### src/rtl/weight_loader.sv
`default_nettype none
// +----------------------------------------------------------------------------+
// | Module  : weight_loader                                                     |
// | Purpose : Streams signed weights into N per-neuron RAM banks, neuron-major. |
// |           Optional checksum stage enabled by macro WEIGHT_CHECKSUM_EN.      |
// | Revision: 1.0  initial release                                              |
// +----------------------------------------------------------------------------+
module weight_loader #(
    parameter int D  = 16,
    parameter int L  = 784,
    parameter int N  = 2,
    parameter int AW = 20
) (
    input  logic                clk,
    input  logic                rst,
    input  logic                start,
    input  logic                s_valid,
    output logic                s_ready,
    input  logic signed [D-1:0] s_data,
    output logic [N-1:0]        wren,
    output logic [AW-1:0]       addr,
    output logic [D-1:0]        wdata,
    output logic                busy,
    output logic                done,
    output logic                err
);

    localparam int WW = (L > 1) ? $clog2(L) : 1;
    localparam int BW = (N > 1) ? $clog2(N) : 1;
    localparam logic [WW-1:0] WORD_LAST = WW'(L - 1);
    localparam logic [BW-1:0] BANK_LAST = BW'(N - 1);

`ifdef WEIGHT_CHECKSUM_EN
    typedef enum logic [1:0] {
        IDLE  = 2'd0,
        LOAD  = 2'd1,
        CHECK = 2'd2,
        DONE  = 2'd3
    } state_t;
`else
    typedef enum logic [1:0] {
        IDLE  = 2'd0,
        LOAD  = 2'd1,
        DONE  = 2'd3
    } state_t;
`endif

    state_t          state_q, state_d;
    logic [WW-1:0]   word_q, word_d;
    logic [BW-1:0]   bank_q, bank_d;
    logic [N-1:0]    wren_q, wren_d;
    logic [AW-1:0]   addr_q, addr_d;
    logic [D-1:0]    wdata_q, wdata_d;
    logic            xfer;

`ifdef WEIGHT_CHECKSUM_EN
    logic [D-1:0]    sum_q, sum_d;
    logic            err_q, err_d;

    assign s_ready = (state_q == LOAD) || (state_q == CHECK);
    assign err     = err_q;
`else
    assign s_ready = (state_q == LOAD);
    assign err     = 1'b0;
`endif

    assign busy  = s_ready;
    assign done  = (state_q == DONE);
    assign wren  = wren_q;
    assign addr  = addr_q;
    assign wdata = wdata_q;
    assign xfer  = s_valid & s_ready;

    always_ff @(posedge clk) begin
        if (rst) begin
            state_q <= IDLE;
            word_q  <= '0;
            bank_q  <= '0;
            wren_q  <= '0;
            addr_q  <= '0;
            wdata_q <= '0;
`ifdef WEIGHT_CHECKSUM_EN
            sum_q   <= '0;
            err_q   <= 1'b0;
`endif
        end else begin
            state_q <= state_d;
            word_q  <= word_d;
            bank_q  <= bank_d;
            wren_q  <= wren_d;
            addr_q  <= addr_d;
            wdata_q <= wdata_d;
`ifdef WEIGHT_CHECKSUM_EN
            sum_q   <= sum_d;
            err_q   <= err_d;
`endif
        end
    end

    always_comb begin
        state_d = state_q;
        word_d  = word_q;
        bank_d  = bank_q;
        wren_d  = '0;
        addr_d  = addr_q;
        wdata_d = wdata_q;
`ifdef WEIGHT_CHECKSUM_EN
        sum_d   = sum_q;
        err_d   = err_q;
`endif
        case (state_q)
            IDLE, DONE: begin
                if (start) begin
                    state_d = LOAD;
                    word_d  = '0;
                    bank_d  = '0;
`ifdef WEIGHT_CHECKSUM_EN
                    sum_d   = '0;
                    err_d   = 1'b0;
`endif
                end
            end
            LOAD: begin
                if (xfer) begin
                    wren_d  = N'(1) << bank_q;
                    addr_d  = AW'(word_q);
                    wdata_d = s_data;
`ifdef WEIGHT_CHECKSUM_EN
                    sum_d   = sum_q + s_data;
`endif
                    if (word_q == WORD_LAST) begin
                        word_d = '0;
                        // Last word of the last bank closes the weight stream
                        if (bank_q == BANK_LAST) begin
`ifdef WEIGHT_CHECKSUM_EN
                            state_d = CHECK;
`else
                            state_d = DONE;
`endif
                        end else begin
                            bank_d = bank_q + 1'b1;
                        end
                    end else begin
                        word_d = word_q + 1'b1;
                    end
                end
            end
`ifdef WEIGHT_CHECKSUM_EN
            CHECK: begin
                // Checksum word is compared only, never written to RAM
                if (xfer) begin
                    err_d   = (s_data != sum_q);
                    state_d = DONE;
                end
            end
`endif
            default: state_d = IDLE;
        endcase
    end

endmodule
`default_nettype wire

### config.mk
export PLATFORM = sky130hd
export DESIGN_NAME = weight_loader
export DESIGN_NICKNAME = d
export VERILOG_FILES = /design/src/rtl/weight_loader.sv
export SDC_FILE = /design/constraint.sdc
export NUM_CORES = 1
export LEC_CHECK = 0
export BUFFER_PORTS_ARGS = -buffer_cell sky130_fd_sc_hd__buf_2
export CAP_MARGIN = 25
export CORE_MARGIN = 3
export CORE_UTILIZATION = 51
export CTS_BUF_LIST = sky130_fd_sc_hd__clkbuf_4 sky130_fd_sc_hd__clkbuf_8
export DETAILED_ROUTE_END_ITERATION = 8
export PLACE_DENSITY = 0.85
export SLEW_MARGIN = 20
export SYNTH_ARGS = -nofsm -noshare
export SYNTH_HDL_FRONTEND = slang
export SYNTH_SLANG_ARGS = --single-unit
### constraint.sdc
create_clock -name clk -period 2.5 [get_ports clk]
set_clock_uncertainty 0.15 [all_clocks]
set_input_delay 0.125 -clock clk [delete_from_list [all_inputs] [get_ports clk]]
set_output_delay 0.125 -clock clk [all_outputs]
set_load 0.02 [all_outputs]
== Word-level counts from Yosys, hierarchy flattened ==
Index checks and enable logic that the tools add are counted.
Operators by class
  add/sub/neg operators: 2
  equality and inequality tests: 7
  shifts and indexed selects: 1
  multiplexer cells: 14
  bitwise operators: 3
  reduce and logical (&&, ||, !) cells: 8
Operator list (number)
  $mux W10: 3
  $pmux W10 S2: 1
  $add A10 B1 Y10 const B: 1
  $eq A10 B10 Y1 const B: 1
  $mux W2: 4
  $reduce_and A4 Y1: 2
  $ne A2 B1 Y1 const B: 3
  $mux W1: 4
  $pmux W2 S2: 1
  $reduce_and A3 Y1: 1
  $reduce_or A3 Y1: 1
  $eq A2 B1 Y1 const B: 1
  $eq A2 B2 Y1 const B: 1
  $logic_not A2 Y1: 1
  $ne A2 B2 Y1 const B: 1
  $not A1 Y1: 2
  $pmux W1 S2: 1
  $reduce_and A2 Y1: 1
  $reduce_bool A2 Y1: 1
  $reduce_or A2 Y1: 1
  $shl A1 B1 Y2 const A: 1
  $add A1 B1 Y1 const B: 1
  $and A1 B1 Y1: 1
Word-level totals
  register bits: 41
  bits of input ports: 20
  output and inout port bits: 42
  logic and storage cells: 41

== Logic depth before layout (Yosys ltp) ==
Gate-level depths: netlist of run 1.
  word-level depth: 5
  mapped depth: 7
  depth with buffers taken out: 6

== Worst setup path after synthesis of run 1 ==
Ideal clock, no wire load.
  kind: reg-to-reg
  start: reg state_q[0]
  end: reg word_q[8]
  setup time: 0.070 ns
  arrival time: 1.851 ns
  required time: 2.280 ns
  path slack: 0.429 ns
  stages on the path, launching flop included: 7
  buffers on the path: 1
  period minus slack after synthesis: 2.071 ns
  cell sequence: dfxtp_1 -> ha_1 -> or2_1 -> nand3_1 -> buf_2 -> or4_1 -> a21oi_1
On the way
  cells in the longest elaborated chain, start to end: 4
RTL lines
  start, declared: line 48  | state_t state_q, state_d;
  start signal, assigned: line 87  | state_q <= state_d;
  $eq A2 B1 Y1 *: line 63  | assign s_ready = (state_q == LOAD);
  via busy: line 23  | output logic busy,
  $and A1 B1 Y1: line 72  | assign xfer = s_valid & s_ready;
  $ne A2 B1 Y1 (no source line)
  $reduce_and A3 Y1 (no source line)
  end signal, assigned: line 88  | word_q <= word_d;
  end, declared: line 49  | logic [WW-1:0] word_q, word_d;
Mark *: on every way through the listed nets, which the timed path passes. The rest lies on a longest branch.
A chain may end at the register's enable or synchronous reset.

== Final worst setup path of run 1 ==
  start: reg state_q[0]
  end: reg word_q[6]
On the way
  cells in the longest elaborated chain, start to end: 4
RTL lines (line)
  $eq A2 B1 Y1 (tied with other cells): 63, 111
  $and A1 B1 Y1 or $reduce_or A2 Y1 (tied branches): 72, 111
  $ne A2 B1 Y1 (no source line) (tied with other cells)
  $reduce_and A3 Y1 (no source line)
Parallel ways exist; a longest one is shown, timed or not.

==> results of run 1 <==
-- placed cells by master (no fill, tap or decap), drive strengths merged, types with 4 or more instances in the layout --
master,Yosys,routed
dlygate4sd3,0,18
clkbuf,8,5
or4,4,4
nor2,5,5
buf,15,52
dfxtp,41,41
conb,1,11
nand3,4,4
nor3,6,6
a21oi,34,34
o31ai,4,4
nand2,58,58
ha,4,4
inv,5,5
-- cells by family after synthesis --
family	share of synthesized area, %
simple gates	24.82
compound gates	16.13
flops	46.00
buf+inv	8.486
fa+ha+maj	2.805
xor+xnor	0.9819
other cells	0.2102
mux	0.5610
-- where the power goes --
group	leakage (nW)	switching (W)	internal, W
Clock	0.0552	0.000208	0.000310
Sequential	0.332	0.0000401	0.000716
Combinational	0.554	0.000423	0.000217
Total	0.942	0.000670	0.00124
-- layout make-up --
| type | instances | area share [%] |
|---|---|---|
| sequential | 41 | 35.81 |
| clock buffer | 5 | 1.638 |
| tap | 44 | 2.402 |
| timing repair buffer | 70 | 19.43 |
| inverter | 5 | 0.8188 |
| multi-input combinational | 160 | 37.06 |
| clock inverter | 3 | 2.838 |
-- worst register-to-register path, cell delays in order (launching register included) --
cell	delay (ps)
dfxtp_1	390
ha_1	350
or2_1	180
nand3_1	340
or4_1	610
a21oi_1	160
-- flip-flops by register name, indices dropped and copies added, names as in the netlist --
name	count
wdata	16
wren	2
state_q	2
word_q	10
bank_q	1
addr	10
-- per-layer routing --
layer / track usage [%] / share of wire (%) / vias up
li1: - / - / 852
met1: 22.26 / 43 / 775
met2: 34.61 / 51 / 52
met3: 4.103 / 5.8 / 5
met4: 5.699 / 0.68 / 0
met5: 0 / 0 / -
-- through the flow --
stage / cell area [sq um] / util [%] / setup WS (ps)
2_1_floorplan: 1822 / - / 429.4
3_3_place_gp: 2009 / 62.73 / 351.5
3_5_place_dp: 2009 / 62.73 / 264.3
4_1_cts: 2292 / 71.56 / 234.8
5_1_grt: 2292 / 71.56 / 45.42
6_report: 2292 / 71.56 / 258.1
-- worst paths after layout --
path / endpoint / slack [ps] / cells past startpoint
hold / removal: addr[8] / 140 / 2
setup reg to reg: word_q[6] / 260 / 5
hold reg to reg: wren[0] / 300 / 1
setup / recovery: word_q[6] / 260 / 5
==> flow_summary.toml, run 1 <==
[clock_network]
tritoncts = "built"
cts_resized = 0
clkLatencyLatePin_ps = 340
cts_hold_buf = 18
path_clk_slew_ps = 120
ctsRootBufferMaster = "clkbuf_4"
cts_made_buffers = 5
cts_sinks = 41
htree_levels = 2
post-cts-setup-buffers = 0
clk_path_buf_depth = 2

[finish]
drive_above_1_share_pct = 23.24
nets = 307
fillers = 274
synthToLayoutAreaGrowth_pct = 28.47
multi_input_comb_area_sq_um = 849.6
diodes = 0
regArea_sq_um = 820.8
finalNonFillerCells = 328

[timing]
worst_pin_slew_ps = 613.7
setup-tns-final_ps = 0
finalSetupViolCount = 0
slew_viol_final = 0
holdWs_ps = 140.6
hold_viol = 0
final.min_clock_period_ps = 2242
max_freq_mhz = 446.1
slew_headroom_pct = 59.09
finalCritPeriodShare_pct = 89.68
rsz0062_at_grt = "false"

[routing]
first_pass_iters = 4
drt-total-wl_um = 3975
vias = 1684
drc = 0
drtIter0Drc = 96
wl_per_cell_um = 12.12
final_antenna_net_count = 0
viasPerCell = 5.134

[yosys]
synth-edff-count = 0
yosysMostFrequentCell = "nand2_1"
synth.avg_cell_area_sq_um = 8.147
synth_top_cell_area_share_pct = 46.00
yosys-top-cells-count = "58 x nand2_1, 41 x dfxtp_1, 33 x a21oi_1, 12 x buf_4, 8 x clkbuf_1"
ys_seq_elements = 41
yosys_warnings = 0
async_flop_share_pct = 0
ys_seq_area_share_pct = 46.00
syn_area_sq_um = 1784
synthDistinctLibCells = 38
synthFlopType = "dfxtp_1"
ys_top_cells_by_area = "dfxtp_1 46%, nand2_1 12%, a21oi_1 9.3%"
syn_inst = 219
yosysTopAreaCell = "dfxtp_1"

[placed_design]
port-buffer-count = 50
dp.final_hpwl_um = 2609
dp.cells = 302
place.gp.congestion = 0.8560

[worst_setup_path]
arrival_ps = 2370
critPathLaunch = "state_q[0]"
worstPathCellList = "ha_1 > or2_1 > nand3_1 > or4_1 > a21oi_1"
cp_max_fo = 12
crit_required_ps = 2620
critPathBufInv = 0
r2r-start = "state_q[0]"
crit_path_max_incr_delay_ps = 610
critPathLaunchType = "register"
crit_slowest_cell = "or4_1"
critPathTopFamily = "simple AND/OR/NAND/NOR gates"
path_class = "register to register"
cp-end-kind = "register"

[power]
p_per_area_nw_per_um2 = 834.4
p_leak_nw = 0.9415
peakVddDrop_uv = 559.7
total_power_w = 0.001913

[job]
maxCapViolCount = 0

[floorplanning]
std_cell_rows = 20
ioPinCount = 62
start_util_pct = 55.70
die-height_um = 65.15
dieArea_sq_um = 4244
core-area_sq_um = 3203
die_w_um = 65.15

[run_status]
status = "completed"

[grt]
track_usage_pct = 19.00
antenna_found_initial = 0
grt_start_max_net_pins = 36
grt_first_pass_wirelength_um = 6437
grt_pass1_vias = 1524
grt-ovfl-total = 0

[worst_hold_path]
hold_start = "rst"
hp-class = "input port to register"
Power figures use the tool's default switching activity.
==> run 2: changes to the inputs <==
--- a/config.mk
+++ b/config.mk
@@ -8,10 +8,9 @@
 export BUFFER_PORTS_ARGS = -buffer_cell sky130_fd_sc_hd__buf_2
 export CAP_MARGIN = 25
 export CORE_MARGIN = 3
-export CORE_UTILIZATION = 51
-export CTS_BUF_LIST = sky130_fd_sc_hd__clkbuf_4 sky130_fd_sc_hd__clkbuf_8
+export CORE_UTILIZATION = 49
 export DETAILED_ROUTE_END_ITERATION = 8
-export PLACE_DENSITY = 0.85
+export PLACE_DENSITY = 0.83
 export SLEW_MARGIN = 20
 export SYNTH_ARGS = -nofsm -noshare
 export SYNTH_HDL_FRONTEND = slang
==> constraint.sdc (replaced) <==
create_clock -name clk -period 2.5 [get_ports clk]
set_clock_uncertainty 0.15 [all_clocks]
set_input_delay 0.125 -clock clk [delete_from_list [all_inputs] [get_ports clk]]
set_output_delay 0.125 -clock clk [all_outputs]
set_load 0.01 [all_outputs]
==> run 2 against run 1 <==
The flow now finishes with violations (hold timing); via count increased by 3.3%; design area rose by 3.5%; power decreased by 1.6%; wire length is 15% higher; combinational power increased by 3.4%; sequential cell count unchanged; setup slack got worse by 4.8 ps; count of clock-buffer cells in the layout up 1; cell count up 3.0%; sequential share of layout area down 1.2 points; register-to-register slack about the same; critical path type unchanged.
==> flow_summary.toml, run 2 (same netlist as run 1, synthesis figures left out) <==
[run_status]
status = "finished with violations"
violations = "hold timing"

[worst_setup_path]
cp-end-kind = "register"
r2r_cells = 6
crit_slowest_cell = "dlygate4sd3_1"
critPathTopFamily = "buffers and inverters"
r2r-start = "state_q[0]"
worstPathCellList = "ha_2 > and2_2 > buf_12 > nand2_1 > a21oi_1 > dlygate4sd3_1"
arrival_ps = 2400
reg2reg_to = "wdata[1]"
path_class = "register to register"
critPathLaunchType = "register"
critPathBufInv = 2
cp_max_fo = 18
crit_path_max_incr_delay_ps = 600
crit_required_ps = 2660
worst-path-stages = 6
rrSetupSlack_ps = 250

[timing]
slew_viol_final = 0
finalSetupViolCount = 0
rsz0062_at_grt = "false"
finalCritPeriodShare_pct = 89.87
final.min_clock_period_ps = 2247
fin_ws_ps = 253.3
max_freq_mhz = 445.1
holdWs_ps = -8.823
setup-tns-final_ps = 0
hold_viol = 4

[placed_design]
dp.final_hpwl_um = 2734
place.gp.congestion = 0.8169
port-buffer-count = 50
dpl_worst_slack_ps = 422.3
place_area_sq_um = 2039

[finish]
drive_above_1_share_pct = 23.97
fin_util_pct = 69.45
synthToLayoutAreaGrowth_pct = 32.96
nets = 315
diodes = 0
largest_reg_flops = 16
final_common_cell = "nand2_1"
stdcell_area_sq_um = 2372
fillers = 262
layout_common_cells = "58 x nand2_1, 50 x buf_2, 41 x dfxtp_1, 33 x a21oi_1, 24 x dlygate4sd3_1"

[routing]
drt-total-wl_um = 4586
final_antenna_net_count = 0
first_pass_iters = 4
viasPerCell = 5.145
vias = 1739
drc = 0
wl_per_cell_um = 13.57
drtIter0Drc = 96

[grt]
grt_start_max_net_pins = 28
track_usage_pct = 22.44
antenna_found_initial = 0
grt_pass1_vias = 1624
grt-ovfl-total = 0
grt_first_pass_wirelength_um = 7472

[floorplanning]
start_util_pct = 52.23
core-area_sq_um = 3416
dieArea_sq_um = 4401
die-height_um = 66.34
std_cell_rows = 21
ioPinCount = 62
die_w_um = 66.34

[clock_network]
ctsRootBufferMaster = "clkbuf_4"
clkLatencyLatePin_ps = 360
tritoncts = "built"
cts_made_buffers = 5
htree_levels = 2
cts_sinks = 41
path_clk_slew_ps = 130
clk_path_buf_depth = 2

[power]
p_per_area_nw_per_um2 = 793.4
swShare_pct = 35.00
power_frac_comb_pct = 35.2
peakVddDrop_uv = 509.8
p_seq_share_pct = 40.3
pwr-share-clk_pct = 24.5
p_leak_nw = 0.9831
p_sw_w = 0.0006587
power.internal_w = 0.001223

[job]
maxCapViolCount = 0

[worst_hold_path]
hold_start = "rst"
worstHoldEndpoint = "wdata[0]"
whs_path_depth = 2
hp-class = "input port to register"
-- run 2: worst reg2reg max path: stages (launching register included) --
cell and delay [ps]:
dfxtp_1 410, ha_2 300, and2_2 330, buf_12 190, nand2_1 60, a21oi_1 160, dlygate4sd3_1 600
-- run 2: per-layer routing --
| layer | share of wire, % | up-vias | global-route usage [%] | wire length, um |
|---|---|---|---|---|
| li1 | - | 866 | - | - |
| met1 | 41 | 807 | 25.97 | 1897 |
| met3 | 5.4 | 7 | 4.762 | 246 |
| met2 | 52 | 59 | 39.78 | 2383 |
| met5 | 0 | - | 0 | 0 |
| met4 | 1.3 | 0 | 8.883 | 60 |
-- run 2: per-stage QoR --
| step | total power [W] | instances | hold WS (ps) |
|---|---|---|---|
| final | 0.001882 | 338 | -8.823 |
| after CTS | 0.001863 | 338 | 0.4097 |
| after floorplan | 0.001210 | 229 | 111.0 |
| after detailed placement | 0.001376 | 306 | 221.9 |
| after global placement | 0.001363 | 306 | 215.3 |
| after global routing | 0.001983 | 338 | 16.14 |
-- run 2: power groups by stage --
stage                     clock (W)  sequential [W]  combinational, W
after global routing       0.000479        0.000765          0.000739
after detailed placement          0        0.000771          0.000604
final                      0.000461        0.000759          0.000662
after CTS                  0.000458        0.000756          0.000648
after floorplan                   0        0.000786          0.000424
after global placement            0        0.000766          0.000597
-- run 2: how the worst max path moves through the flow --
| stage | from | to | slack [ps] |
|---|---|---|---|
| global placement | state_q[0] | word_q[8] | 520 |
| finish | state_q[0] | wdata[1] | 250 |
| floorplan | state_q[0] | word_q[8] | 510 |
| detailed placement | state_q[0] | word_q[5] | 420 |
| global route | state_q[0] | wdata[13] | 100 |
| CTS | state_q[0] | wdata[15] | 120 |
-- run 2: what timing repair did --
item | 4_1_cts | 5_1_grt
endpoints found under the setup margin | 0 | 5
hold endpoints to repair | 18 | 0
resized for setup | 0 | 2
hold buffers | 24 | 0
setup buffers | 0 | 0
-- run 2: final cells by class --
type | instances | area [sq um] | area share [%]
clock buffer | 6 | 51.30 | 2.162
clock inverter | 2 | 37.54 | 1.582
inverter | 5 | 18.77 | 0.7911
multi-input combinational | 160 | 853.3 | 35.97
sequential | 41 | 820.8 | 34.60
tap | 46 | 57.56 | 2.426
timing repair buffer | 78 | 533.0 | 22.47
==> run 3: changes to the inputs <==
--- a/config.mk
+++ b/config.mk
@@ -7,6 +7,7 @@
 export LEC_CHECK = 0
 export BUFFER_PORTS_ARGS = -buffer_cell sky130_fd_sc_hd__buf_2
 export CAP_MARGIN = 25
+export CORE_ASPECT_RATIO = 1.25
 export CORE_MARGIN = 3
 export CORE_UTILIZATION = 49
 export DETAILED_ROUTE_END_ITERATION = 8
==> run 3 against run 2 <==
The flow now finishes without violations; maximum frequency rose by 5.8%; critical endpoint is now word_q[6]; utilization decreased by 1.5 points; sequential power about the same; highest routed layer unchanged; setup slack improved by 120 ps.
==> flow_summary.toml, run 3 (same netlist as run 1, synthesis figures left out) <==
[worst_hold_path]
hp-class = "input port to register"

[clock_network]
clk_path_buf_depth = 2
tritoncts = "built"
htree_levels = 2
ctsRootBufferMaster = "clkbuf_8"
cts_sinks = 41
clkLatencyLatePin_ps = 290
path_clk_slew_ps = 70
cts_made_buffers = 5

[timing]
finalSetupViolCount = 0
rsz0062_at_grt = "false"
slew_viol_final = 0
setup-tns-final_ps = 0
final.min_clock_period_ps = 2123
holdWs_ps = 86.75
hold_viol = 0
finalCritPeriodShare_pct = 84.93
max_freq_mhz = 471.0
worst_pin_slew_ps = 611.5
slew_headroom_pct = 59.24

[routing]
drtIter0Drc = 68
drc = 0
wl_per_cell_um = 13.25
drt-total-wl_um = 4212
first_pass_iters = 5
vias = 1713
final_antenna_net_count = 0
viasPerCell = 5.387

[finish]
largest_reg_flops = 16
final_common_cell = "nand2_1"
finalNonFillerCells = 318
drive_above_1_share_pct = 23.49
layout_common_cells = "58 x nand2_1, 50 x buf_2, 41 x dfxtp_1, 33 x a21oi_1, 16 x dlygate4sd3_1"
synthToLayoutAreaGrowth_pct = 27.21
nets = 305
fillers = 287
diodes = 0

[power]
p_leak_nw = 0.9353
peakVddDrop_uv = 677.2
p_per_area_nw_per_um2 = 824.8

[worst_setup_path]
path_class = "register to register"
crit_path_max_incr_delay_ps = 560
worstPathCellList = "ha_1 > or2_1 > nand3_2 > or4_1 > a21oi_1"
crit_slowest_cell = "or4_1"
critPathBufInv = 0
cp_max_fo = 12
arrival_ps = 2200
cp-end-kind = "register"
critPathLaunchType = "register"
crit_required_ps = 2570
critPathTopFamily = "simple AND/OR/NAND/NOR gates"

[floorplanning]
die-height_um = 73.47
core-area_sq_um = 3338
dieArea_sq_um = 4406
ioPinCount = 62
start_util_pct = 53.45
std_cell_rows = 23
die_w_um = 59.97

[placed_design]
dp.final_hpwl_um = 2723
port-buffer-count = 50
dp.cells = 295
place.gp.congestion = 0.8633

[grt]
grt-ovfl-total = 0
grt_start_max_net_pins = 36
grt_pass1_vias = 1562
antenna_found_initial = 0
grt_first_pass_wirelength_um = 6720
track_usage_pct = 19.63

[job]
maxCapViolCount = 0

[run_status]
status = "completed"
[run 3: cell types whose count changed in the layout (fill, tap and decap cells not counted), sizes merged]
cell,previous run,this run
buf,54,52
clkinv,0,1
clkinvlp,1,0
dlygate4sd3,24,16
clkbuf,6,5
[run 3: per-stage QoR]
stage	setup WS (ps)	util, %	power, W	cell area (sq um)
after global placement	377.4	59.93	0.001325	2001
final	376.7	67.99	0.001872	2270
after global routing	162.5	67.99	0.001982	2270
after floorplan	506.2	-	0.001210	1822
after detailed placement	263.2	59.93	0.001347	2001
after CTS	256.6	67.84	0.001859	2265
[run 3: what timing repair did]
| action | 4_1_cts | 5_1_grt |
|---|---|---|
| resized for setup | 0 | 1 |
| hold buffers | 16 | 0 |
| hold endpoints to repair | 16 | 0 |
| setup buffers | 0 | 0 |
| setup endpoints to repair | 0 | 1 |
[run 3: final cells by class]
type	instances	area, sq um	share of cell area (%)
clock buffer	5	68.82	3.032
tap	37	46.29	2.040
sequential	41	820.8	36.16
timing repair buffer	68	425.4	18.74
clock inverter	2	35.03	1.544
inverter	5	18.77	0.8269
multi-input combinational	160	854.6	37.65
[run 3: power by group]
part	total [W]	switching, W	internal, W
registers	0.000757	0.0000412	0.000715
logic	0.000609	0.000390	0.000219
clock network	0.000506	0.000216	0.000290
total	0.00187	0.000648	0.00122
[run 3: path summary, 6_finish.rpt]
| kind | startpoint | to | slack [ps] | cells after the start |
|---|---|---|---|---|
| min | s_valid | wren[1] | 90 | 3 |
| min reg2reg | addr[2] | addr[2] | 300 | 2 |
| max reg2reg | state_q[0] | word_q[6] | 380 | 5 |
| max | state_q[0] | word_q[6] | 380 | 5 |
[run 3: metal layers]
layer	up-vias	global-route usage, %	routed length, um
li1	843	-	-
met1	814	20.81	1720
met2	47	35.58	2208
met3	9	4.569	212
met4	0	9.113	70
met5	-	0	0
[run 3: worst min-delay path, delay by kind of cell]
family        cells  cell delay [ps]
buf+inv           1              120
simple gates      2              230
